===== config.mk =====
export PLATFORM = sky130hd
export DESIGN_NAME = fetch_unit
export DESIGN_NICKNAME = d
export VERILOG_FILES = /design/src/rtl/cpu_pkg.sv /design/src/rtl/fetch_queue.sv /design/src/rtl/fetch_unit.sv
export SDC_FILE = /design/constraint.sdc
export NUM_CORES = 1
export LEC_CHECK = 0
export ABC_CLOCK_PERIOD_IN_PS = 6400
export BUFFER_PORTS_ARGS = -buffer_cell sky130_fd_sc_hd__buf_4
export CAP_MARGIN = 5
export CORE_MARGIN = 2
export CORE_UTILIZATION = 61
export DETAILED_ROUTE_END_ITERATION = 8
export MAX_ROUTING_LAYER = met4
export PLACE_DENSITY_LB_ADDON = 0.05
export SLEW_MARGIN = 20
export SYNTH_ARGS = -nofsm -noshare
export SYNTH_HDL_FRONTEND = slang
export SYNTH_SLANG_ARGS = --single-unit

===== constraint.sdc =====
create_clock -name clk -period 6.4 [get_ports clk]
set_clock_uncertainty 0.05 [all_clocks]
set_input_delay 0.32 -clock clk [delete_from_list [all_inputs] [get_ports clk]]
set_output_delay 0.32 -clock clk [all_outputs]
set_load 0.005 [all_outputs]

===== src/rtl/cpu_pkg.sv =====
// Shared CPU types: fetch FSM states, instruction-queue entry and the nop encoding.
package cpu_pkg;

    localparam logic [31:0] NOP_INST = 32'h0000_0000;

    typedef enum logic [1:0] {
        FETCH      = 2'd0,
        WAIT_SPACE = 2'd1,
        DISCARD    = 2'd2
    } fetch_state_t;

    typedef struct packed {
        logic [31:0] pc;
        logic [31:0] inst;
    } fetch_entry_t;

endpackage


===== src/rtl/fetch_queue.sv =====
// Small circular instruction queue (DEPTH must be a power of two) with flush priority.
module fetch_queue
    import cpu_pkg::*;
#(
    parameter int DEPTH = 2
) (
    input  logic                         clk,
    input  logic                         reset,
    input  logic                         push,
    input  fetch_entry_t                 push_data,
    input  logic                         pop,
    input  logic                         flush,
    output logic                         full,
    output logic                         empty,
    output logic [$clog2(DEPTH+1)-1:0]   count,
    output fetch_entry_t                 head
);

    localparam int PW = $clog2(DEPTH);
    localparam int CW = $clog2(DEPTH + 1);

    fetch_entry_t  mem [DEPTH];
    logic [PW-1:0] rd_ptr;
    logic [PW-1:0] wr_ptr;
    logic          do_push;
    logic          do_pop;

    // A push into a full queue is only legal when the head leaves in the same cycle.
    assign full    = (count == CW'(DEPTH));
    assign empty   = (count == '0);
    assign do_pop  = pop && !empty;
    assign do_push = push && (!full || do_pop);
    assign head    = mem[rd_ptr];

    always_ff @(posedge clk) begin
        if (do_push && !flush) begin
            mem[wr_ptr] <= push_data;
        end
    end

    always_ff @(posedge clk or posedge reset) begin
        if (reset) begin
            rd_ptr <= '0;
            wr_ptr <= '0;
            count  <= '0;
        end else if (flush) begin
            rd_ptr <= '0;
            wr_ptr <= '0;
            count  <= '0;
        end else begin
            if (do_push) wr_ptr <= wr_ptr + PW'(1);
            if (do_pop)  rd_ptr <= rd_ptr + PW'(1);
            count <= count + CW'(do_push) - CW'(do_pop);
        end
    end

endmodule


===== src/rtl/fetch_unit.sv =====
// Instruction fetch unit: one outstanding imem request at a time, feeding fetch_queue.
// Defining FETCH_PERF_CNT_EN adds saturating stall-cycle and flush counters.
module fetch_unit
    import cpu_pkg::*;
#(
    parameter logic [31:0] RESET_PC = 32'h0000_0000,
    parameter int          QDEPTH   = 2
) (
    input  logic        clk,
    input  logic        reset,
    output logic        imem_req,
    output logic [31:0] imem_addr,
    input  logic        imem_ack,
    input  logic [31:0] imem_rdata,
    input  logic        br_taken,
    input  logic [31:0] br_pc,
    input  logic [15:0] br_imm16,
    input  logic        stall,
    output logic        inst_valid,
    output logic [31:0] inst,
    output logic [31:0] inst_pc
`ifdef FETCH_PERF_CNT_EN
    ,
    output logic [31:0] perf_stall_cyc,
    output logic [31:0] perf_flush_cnt
`endif
);

    localparam int CW = $clog2(QDEPTH + 1);

    fetch_state_t  state;
    fetch_state_t  state_nxt;
    logic [31:0]   fetch_pc;
    logic [31:0]   fetch_pc_nxt;
    logic [31:0]   target_pc;
    logic [31:0]   target_pc_nxt;
    logic [31:0]   br_target;
    logic          push;
    logic          pop;
    logic          fills;
    logic          q_full;
    logic          q_empty;
    logic [CW-1:0] q_count;
    fetch_entry_t  q_head;
    fetch_entry_t  push_data;

    assign br_target  = br_pc + 32'd4 + {{14{br_imm16[15]}}, br_imm16, 2'b00};
    assign pop        = !q_empty && !stall && !br_taken;
    assign fills      = (q_count == CW'(QDEPTH - 1) && !pop) || (q_full && pop);
    assign push_data  = '{pc: fetch_pc, inst: imem_rdata};
    assign imem_addr  = fetch_pc;
    assign inst_valid = !q_empty;
    assign inst       = q_empty ? NOP_INST : q_head.inst;
    assign inst_pc    = q_empty ? 32'h0 : q_head.pc;

    fetch_queue #(.DEPTH(QDEPTH)) u_queue (
        .clk       (clk),
        .reset     (reset),
        .push      (push),
        .push_data (push_data),
        .pop       (pop),
        .flush     (br_taken),
        .full      (q_full),
        .empty     (q_empty),
        .count     (q_count),
        .head      (q_head)
    );

    always_ff @(posedge clk or posedge reset) begin
        if (reset) begin
            state     <= FETCH;
            fetch_pc  <= RESET_PC;
            target_pc <= RESET_PC;
        end else begin
            state     <= state_nxt;
            fetch_pc  <= fetch_pc_nxt;
            target_pc <= target_pc_nxt;
        end
    end

    // In DISCARD fetch_pc keeps the in-flight address; the redirect waits in target_pc.
    always_comb begin
        state_nxt     = state;
        fetch_pc_nxt  = fetch_pc;
        target_pc_nxt = target_pc;
        push          = 1'b0;
        imem_req      = 1'b0;
        case (state)
            FETCH: begin
                imem_req = 1'b1;
                if (br_taken) begin
                    if (imem_ack) begin
                        fetch_pc_nxt = br_target;
                    end else begin
                        target_pc_nxt = br_target;
                        state_nxt     = DISCARD;
                    end
                end else if (imem_ack) begin
                    push         = 1'b1;
                    fetch_pc_nxt = fetch_pc + 32'd4;
                    if (fills) state_nxt = WAIT_SPACE;
                end
            end
            WAIT_SPACE: begin
                if (br_taken) begin
                    fetch_pc_nxt = br_target;
                    state_nxt    = FETCH;
                end else if (pop) begin
                    state_nxt = FETCH;
                end
            end
            DISCARD: begin
                imem_req = 1'b1;
                if (imem_ack) begin
                    fetch_pc_nxt = br_taken ? br_target : target_pc;
                    state_nxt    = FETCH;
                end else if (br_taken) begin
                    target_pc_nxt = br_target;
                end
            end
            default: state_nxt = FETCH;
        endcase
        if (reset) imem_req = 1'b0;
    end

`ifdef FETCH_PERF_CNT_EN
    always_ff @(posedge clk or posedge reset) begin
        if (reset) begin
            perf_stall_cyc <= '0;
            perf_flush_cnt <= '0;
        end else begin
            if (stall && inst_valid && perf_stall_cyc != '1) perf_stall_cyc <= perf_stall_cyc + 32'd1;
            if (br_taken && perf_flush_cnt != '1)            perf_flush_cnt <= perf_flush_cnt + 32'd1;
        end
    end
`endif

endmodule


==> flow_summary.yaml, run 1 <==
sta:
  setup_tns_ns: 0
  tightest_slew_ns: 1.026
  hold_viol_final: 0
  fin_crit_ns: 3.209
  rsz0062_at_grt: "no"
  finalCritPeriodShare: 0.5014
  report.final.slew_viol_count: 0
  max_freq_ghz: 0.3116
  finalWorstSetupSlack_ns: 3.191
  setup_violations: 0
  maxSlewHeadroom: 0.3159
logic_synthesis:
  synth_enable_flop_cells: 128
  yosys_register_bits: 198
  ys.flop_type: "edfxtp_1"
  seq_area_frac_synth: 0.5159
  yosys.area_share.simple: 0.1286
  postSynth.asyncResetShare: 0.3535
  synth-compound-area-share: 0.1369
  synth_cell_types: 76
  synth_fp_nets: 1138
  syn_area_um2: 10850
  synth_area_per_cell_um2: 10.98
  synth-xor-area-share: 0.03634
  synthAdderAreaFrac: 0.07567
  synth_top_family_by_area: "compound AO/OA/AOI/OAI gates"
  yosys_warnings: 0
  synth_cells: 988
  synthMuxAreaShare: 0.07740
global_route:
  grtUsageTotal: 0.2824
  grt_max_degree: 66
  grt_pass1_wl_um: 40160
  grt_pass1_vias: 7884
  antenna_found_initial: 0
  grt_overflow_total: 0
critical_path:
  arrival_ns: 3.48
  cp-start-kind: "register"
  worstPathRequired_ns: 6.67
  critPathCaptureType: "register"
  crit_fanout: 37
  slowest_stage: "nor2_1"
  slowest_delay_ns: 0.56
  crit_type: "register to register"
  path_common_cell: "nor2_1"
  crit_chain: "inv_1 > ha_1 > nor2_1 > nor2_1 > or3_1 > buf_4 > nor2_1 > nand3_1 > a21oi_1 > a211o_1 > o31ai_1"
pwr:
  p_leak_nw: 5.417
  p_per_area_nw_per_um2: 385.6
  ir_worst_vdd_mv: 0.2653
cts:
  htreeDepth: 4
  clk_latency_ns: 0.44
  clockBufferDepth: 2
  cts_buffers: 17
  postCtsSetupBuffers: 0
  clockRootBuffer: "clkbuf_16"
  cts_tree: "done"
  clkTransAtPathRegs_ns: 0.08
  clock_sinks: 198
floorplanning:
  die_w_um: 137.3
  num_rows: 48
  die_y_um: 137.3
  pin_count: 183
  initial_utilization: 0.6249
  design.core.area_um2: 17360
  die_area_um2: 18860
flow_run:
  cap_violations: 0
layout:
  layout.nets: 1328
  antenna_cells: 0
  syn2layout_area_growth_pct: 22.00
  fillers: 1208
  drive_gt1_frac: 0.2267
  postLayoutCellArea_um2: 13230
  most-common-layout-cells: "buf_4, edfxtp_1, nor2_1"
  final_common_cell: "buf_4"
  fin_cells: 1416
place:
  place_ws_ns: 3.252
  portBuffers: 182
  dp_hpwl_um: 17110
  dp.cells: 1356
  place.gp.congestion: 0.9115
  placed_area_um2: 12360
route:
  drt_iter0_markers: 755
  post_drt_wl_per_cell_um: 17.86
  via_per_inst: 5.969
  dr.pass1.iters: 7
  num_vias: 8452
  drc_errors: 0
  wl_um: 25290
  final_antenna_net_count: 0
hold_path:
  hp-class: "input port to register"
status:
  status: "complete, no violations"
-- final timing paths --
check                                   start           endpoint  slack, ns  cells past startpoint
worst max-delay path                 state[0]      imem_addr[22]       3.19                     11
worst min-delay path            imem_rdata[2]  u_queue.mem[1][2]       0.02                      1
worst max register to register       state[0]      imem_addr[22]       3.19                     11
worst min register to register   target_pc[5]       target_pc[5]       0.44                      2
max in group asynchronous               reset      imem_addr[27]       4.94                      4
min in group asynchronous               reset     u_queue.wr_ptr       0.30                      3
-- state kept, by name, summed over array words and instances, names as in the netlist --
name and count:
u_queue.mem 128, imem_addr 32, target_pc 32, state 2, u_queue.count 2, u_queue.rd_ptr 1
u_queue.wr_ptr 1
-- stage by stage --
step / util / total power, mW / hold WS, ns
3_5_place_dp: 0.7122 / 4.019 / 0.1839
3_3_place_gp: 0.7122 / 3.966 / 0.1845
4_1_cts: 0.7618 / 5.093 / 0.0008039
6_report: 0.7624 / 5.103 / 0.01744
2_1_floorplan: - / 3.224 / 0.3689
5_1_grt: 0.7624 / 5.423 / 0.003874
-- report_power, final --
| part | leakage (nW) | internal (mW) | switching, mW | total (mW) |
|---|---|---|---|---|
| logic | 3.10 | 0.901 | 1.10 | 2.00 |
| registers | 2.03 | 1.73 | 0.319 | 2.05 |
| clock network | 0.285 | 0.556 | 0.501 | 1.06 |
-- layer usage --
metal  track usage  part of all wire
met1        0.3660              0.42
met2        0.4627              0.49
met3       0.05114             0.071
met4       0.07503             0.015
met5             -                 0
-- Yosys cell counts (all sizes together) (15+ instances only) --
| library cell | count | area, µm² |
|---|---|---|
| clkbuf | 32 | 161.4 |
| nand2 | 78 | 300.3 |
| buf | 17 | 72.56 |
| inv | 22 | 82.58 |
| o21ai | 68 | 347.8 |
| a21oi | 59 | 299.0 |
| ha | 64 | 800.8 |
| dfrtp | 70 | 1752 |
| xor2 | 21 | 183.9 |
| mux2i | 67 | 670.6 |
| nor2 | 115 | 431.7 |
| nor3 | 18 | 95.09 |
| edfxtp | 128 | 3844 |
| mux2 | 15 | 168.9 |
| xnor2 | 24 | 210.2 |
| nand3 | 32 | 165.2 |
-- area by class of cell --
type / instances / area, µm² / share of cell area
Inverter: 22 / 82.58 / 0.006241
Clock inverter: 14 / 162.7 / 0.01229
Timing Repair Buffer: 220 / 1722 / 0.1301
Tap cell: 225 / 281.5 / 0.02127
Clock buffer: 18 / 429.2 / 0.03243
Sequential cell: 198 / 5599 / 0.4231
Multi-Input combinational cell: 719 / 4956 / 0.3745
-- cells by family after synthesis --
| logic type | count (synthesis) |
|---|---|
| buf+inv | 71 |
| compound gates | 225 |
| mux | 82 |
| flops | 198 |
| fa+ha+maj | 65 |
| xor+xnor | 45 |
| simple gates | 302 |
-- worst max-delay path: cells and delay by family (launching register included) --
| kind | cells | cell delay [ns] |
|---|---|---|
| AND/OR/NAND/NOR | 5 | 1.38 |
| AO/OA/AOI/OAI | 3 | 0.45 |
| adder cells (fa/ha/maj) | 1 | 0.42 |
| flip-flops | 1 | 0.41 |
| buffers and inverters | 2 | 0.37 |
-- what timing repair did --
action / 4_1_cts / 5_1_grt
gates resized for setup: 0 / 0
hold buffers: 27 / 1
hold endpoints to repair: 53 / 2
Note: power is estimated with default switching activity, not from simulation.
==> inputs of run 2 (changes only) <==
ABC_AREA = 1   (was unset)
ABC_CLOCK_PERIOD_IN_PS = 3270   (was 6400)
CORE_UTILIZATION = 58   (was 61)
clock period = 3.27 ns   (was 6.4 ns; I/O delays follow)
==> flow_summary.yaml, run 2 <==
critical_path:
  critPathCaptureType: "register"
  reg2reg_from: "state[0]"
  arrival_ns: 2.54
  worstPathRequired_ns: 3.30
  critical_path_buf_inv_count: 5
  crit_fanout: 38
  r2r_slack_ns: 0.76
  path_common_cell: "inv_1"
  r2r.worst_path.cells: 9
  cp_top_family: "buffers and inverters"
  crit_type: "register to register"
  cp-start-kind: "register"
  slowest_delay_ns: 0.46
  r2r-end: "u_queue.mem[0][55]"
  slowest_stage: "dfrtp_1"
  crit_chain: "inv_1 > ha_1 > inv_1 > nor2_1 > inv_1 > nor2_1 > inv_1 > nor2_4 > buf_4"
route:
  post_drt_wl_per_cell_um: 15.56
  via_per_inst: 5.405
  dr.pass1.iters: 5
  num_vias: 11410
  final_antenna_net_count: 0
  wl_um: 32850
  drc_errors: 0
  drt_iter0_markers: 844
layout:
  largest_reg_flops: 128
  final_util: 0.7108
  most-common-layout-cells: "nand2_1, buf_4, inv_1"
  drive_gt1_frac: 0.1481
  fillers: 1727
  layout.nets: 1974
  syn2layout_area_growth_pct: 20.53
  final_common_cell: "nand2_1"
  antenna_cells: 0
  top_register: "u_queue.mem"
  postLayoutCellArea_um2: 14940
logic_synthesis:
  synthTopCellsByCount: "nand2_1, inv_1, edfxtp_1, a21oi_1, nand3_1"
  synth_area_per_cell_um2: 7.596
  synth_fp_nets: 1782
  syn_area_um2: 12400
  synth_enable_flop_cells: 128
  seq_area_frac_synth: 0.4514
  synth_cells: 1632
  synth_top_cell_by_area: "edfxtp_1"
  yosys_register_bits: 198
  ys.flop_type: "edfxtp_1"
  yosysMostFrequentCell: "nand2_1"
  yosys_warnings: 0
  synth_cell_types: 45
  netlist_top_cells_area: "edfxtp_1, nand2_1, dfrtp_1"
  netlist.area_leader.share: 0.3101
  postSynth.asyncResetShare: 0.3535
floorplanning:
  die_area_um2: 22560
  die_w_um: 150.2
  num_rows: 53
  initial_utilization: 0.5897
  design.core.area_um2: 21020
  pin_count: 183
  die_y_um: 150.2
pwr:
  p_per_area_nw_per_um2: 737.5
  p_leak_nw: 7.338
  swShare: 0.4219
  clkPwrFrac: 0.190
  ir_worst_vdd_mv: 0.4532
  combPwrFrac: 0.448
  seqPwrFrac: 0.362
  switchingPower_mw: 4.650
  internal_power_mw: 6.370
cts:
  clk_latency_ns: 0.45
  clkTransAtPathRegs_ns: 0.08
  clock_sinks: 198
  clockRootBuffer: "clkbuf_16"
  cts_buffers: 17
  clockBufferDepth: 2
  cts_resized: 0
  cts_tree: "done"
  htreeDepth: 4
global_route:
  grt_max_degree: 65
  antenna_found_initial: 0
  grt_overflow_total: 0
  grt_pass1_wl_um: 52870
  grt_pass1_vias: 10690
  grtUsageTotal: 0.3049
sta:
  report.final.slew_viol_count: 0
  max_freq_ghz: 0.3981
  whs_ns: -0.009655
  finalWorstSetupSlack_ns: 0.7581
  hold_viol_final: 2
  maxSlewHeadroom: 0.4424
  setup_tns_ns: 0
  tightest_slew_ns: 0.8354
  rsz0062_at_grt: "no"
  finalCritPeriodShare: 0.7682
  setup_violations: 0
  fin_crit_ns: 2.512
hold_path:
  hold-path-endpoint: "target_pc[1]"
  hp-class: "input port to register"
  min_path_cells: 3
  min_from: "br_pc[1]"
status:
  violations: "negative hold slack"
  status: "finished with violations"
place:
  place.gp.congestion: 0.9699
  placed_area_um2: 14020
  dp_hpwl_um: 23100
  portBuffers: 182
  place_ws_ns: 0.6252
flow_run:
  cap_violations: 0
==> run 2: cell families (layout without fill, tap and decap cells) <==
group	after synthesis	after routing	synth area share
and+or+nand+nor	907	907	0.3027
AOI/OAI and AO/OA	195	195	0.08458
adders and majority gates	65	65	0.06621
DFF	198	198	0.4514
buffers and inverters	238	442	0.07348
xor gates and xnor gates	29	29	0.02170
==> run 2: worst max path at each step <==
stage	endpoint	slack, ns	cells past startpoint	from
5_1_grt	u_queue.mem[0][60]	0.61	9	state[0]
4_1_cts	u_queue.mem[0][60]	0.79	9	state[0]
6_report	u_queue.mem[0][55]	0.76	9	state[0]
2_1_floorplan	u_queue.mem[0][0]	-0.06	8	state[0]
3_5_place_dp	imem_addr[25]	0.63	19	br_pc[3]
3_3_place_gp	imem_addr[29]	0.63	16	br_imm16[15]
==> run 2: power groups by stage <==
stage	Combinational (mW)	Clock [mW]	Sequential (mW)
after CTS	4.91	2.11	3.97
final	4.94	2.10	3.98
after global routing	5.57	2.21	4.06
after global placement	4.76	0	3.99
after floorplan	3.15	0	3.85
after detailed placement	4.85	0	4.02
==> run 2: worst register-to-register path, cell delays in order (launching register included) <==
cell and delay [ns]:
dfrtp_1 0.46, inv_1 0.11, ha_1 0.20, inv_1 0.09, nor2_1 0.20, inv_1 0.09
nor2_1 0.19, inv_1 0.16, nor2_4 0.11, buf_4 0.44
==> run 2: final cells by class <==
class | count | area, µm² | share of cell area
Multi-Input combinational cell | 1196 | 5918 | 0.3961
Tap cell | 275 | 344.1 | 0.02303
Sequential cell | 198 | 5597 | 0.3746
Inverter | 179 | 671.9 | 0.04497
Clock inverter | 14 | 161.4 | 0.01080
Clock buffer | 17 | 425.4 | 0.02847
Timing Repair Buffer | 232 | 1824 | 0.1221
==> run 2: layer usage <==
layer / vias up / part of all wire / global-route usage
met5: - / 0 / -
met4: 0 / 0.025 / 0.1127
met3: 51 / 0.073 / 0.04152
met2: 431 / 0.48 / 0.4977
met1: 5250 / 0.42 / 0.3909
li1: 5677 / - / -
==> run 2: per-stage QoR <==
step,total power [mW],cells,hold WS [ns]
CTS,10.99,2111,0.003923
floorplan,6.993,1632,0.2124
finish,11.02,2111,-0.009655
global route,11.84,2111,0.03046
detailed placement,8.869,2047,0.07783
global placement,8.746,2047,0.07864
==> run 2: what timing repair did <==
| action | CTS | global route |
|---|---|---|
| hold buffers | 33 | 0 |
| setup buffers | 0 | 0 |
| hold endpoints to repair | 74 | 0 |
| setup endpoints to repair | 0 | 0 |
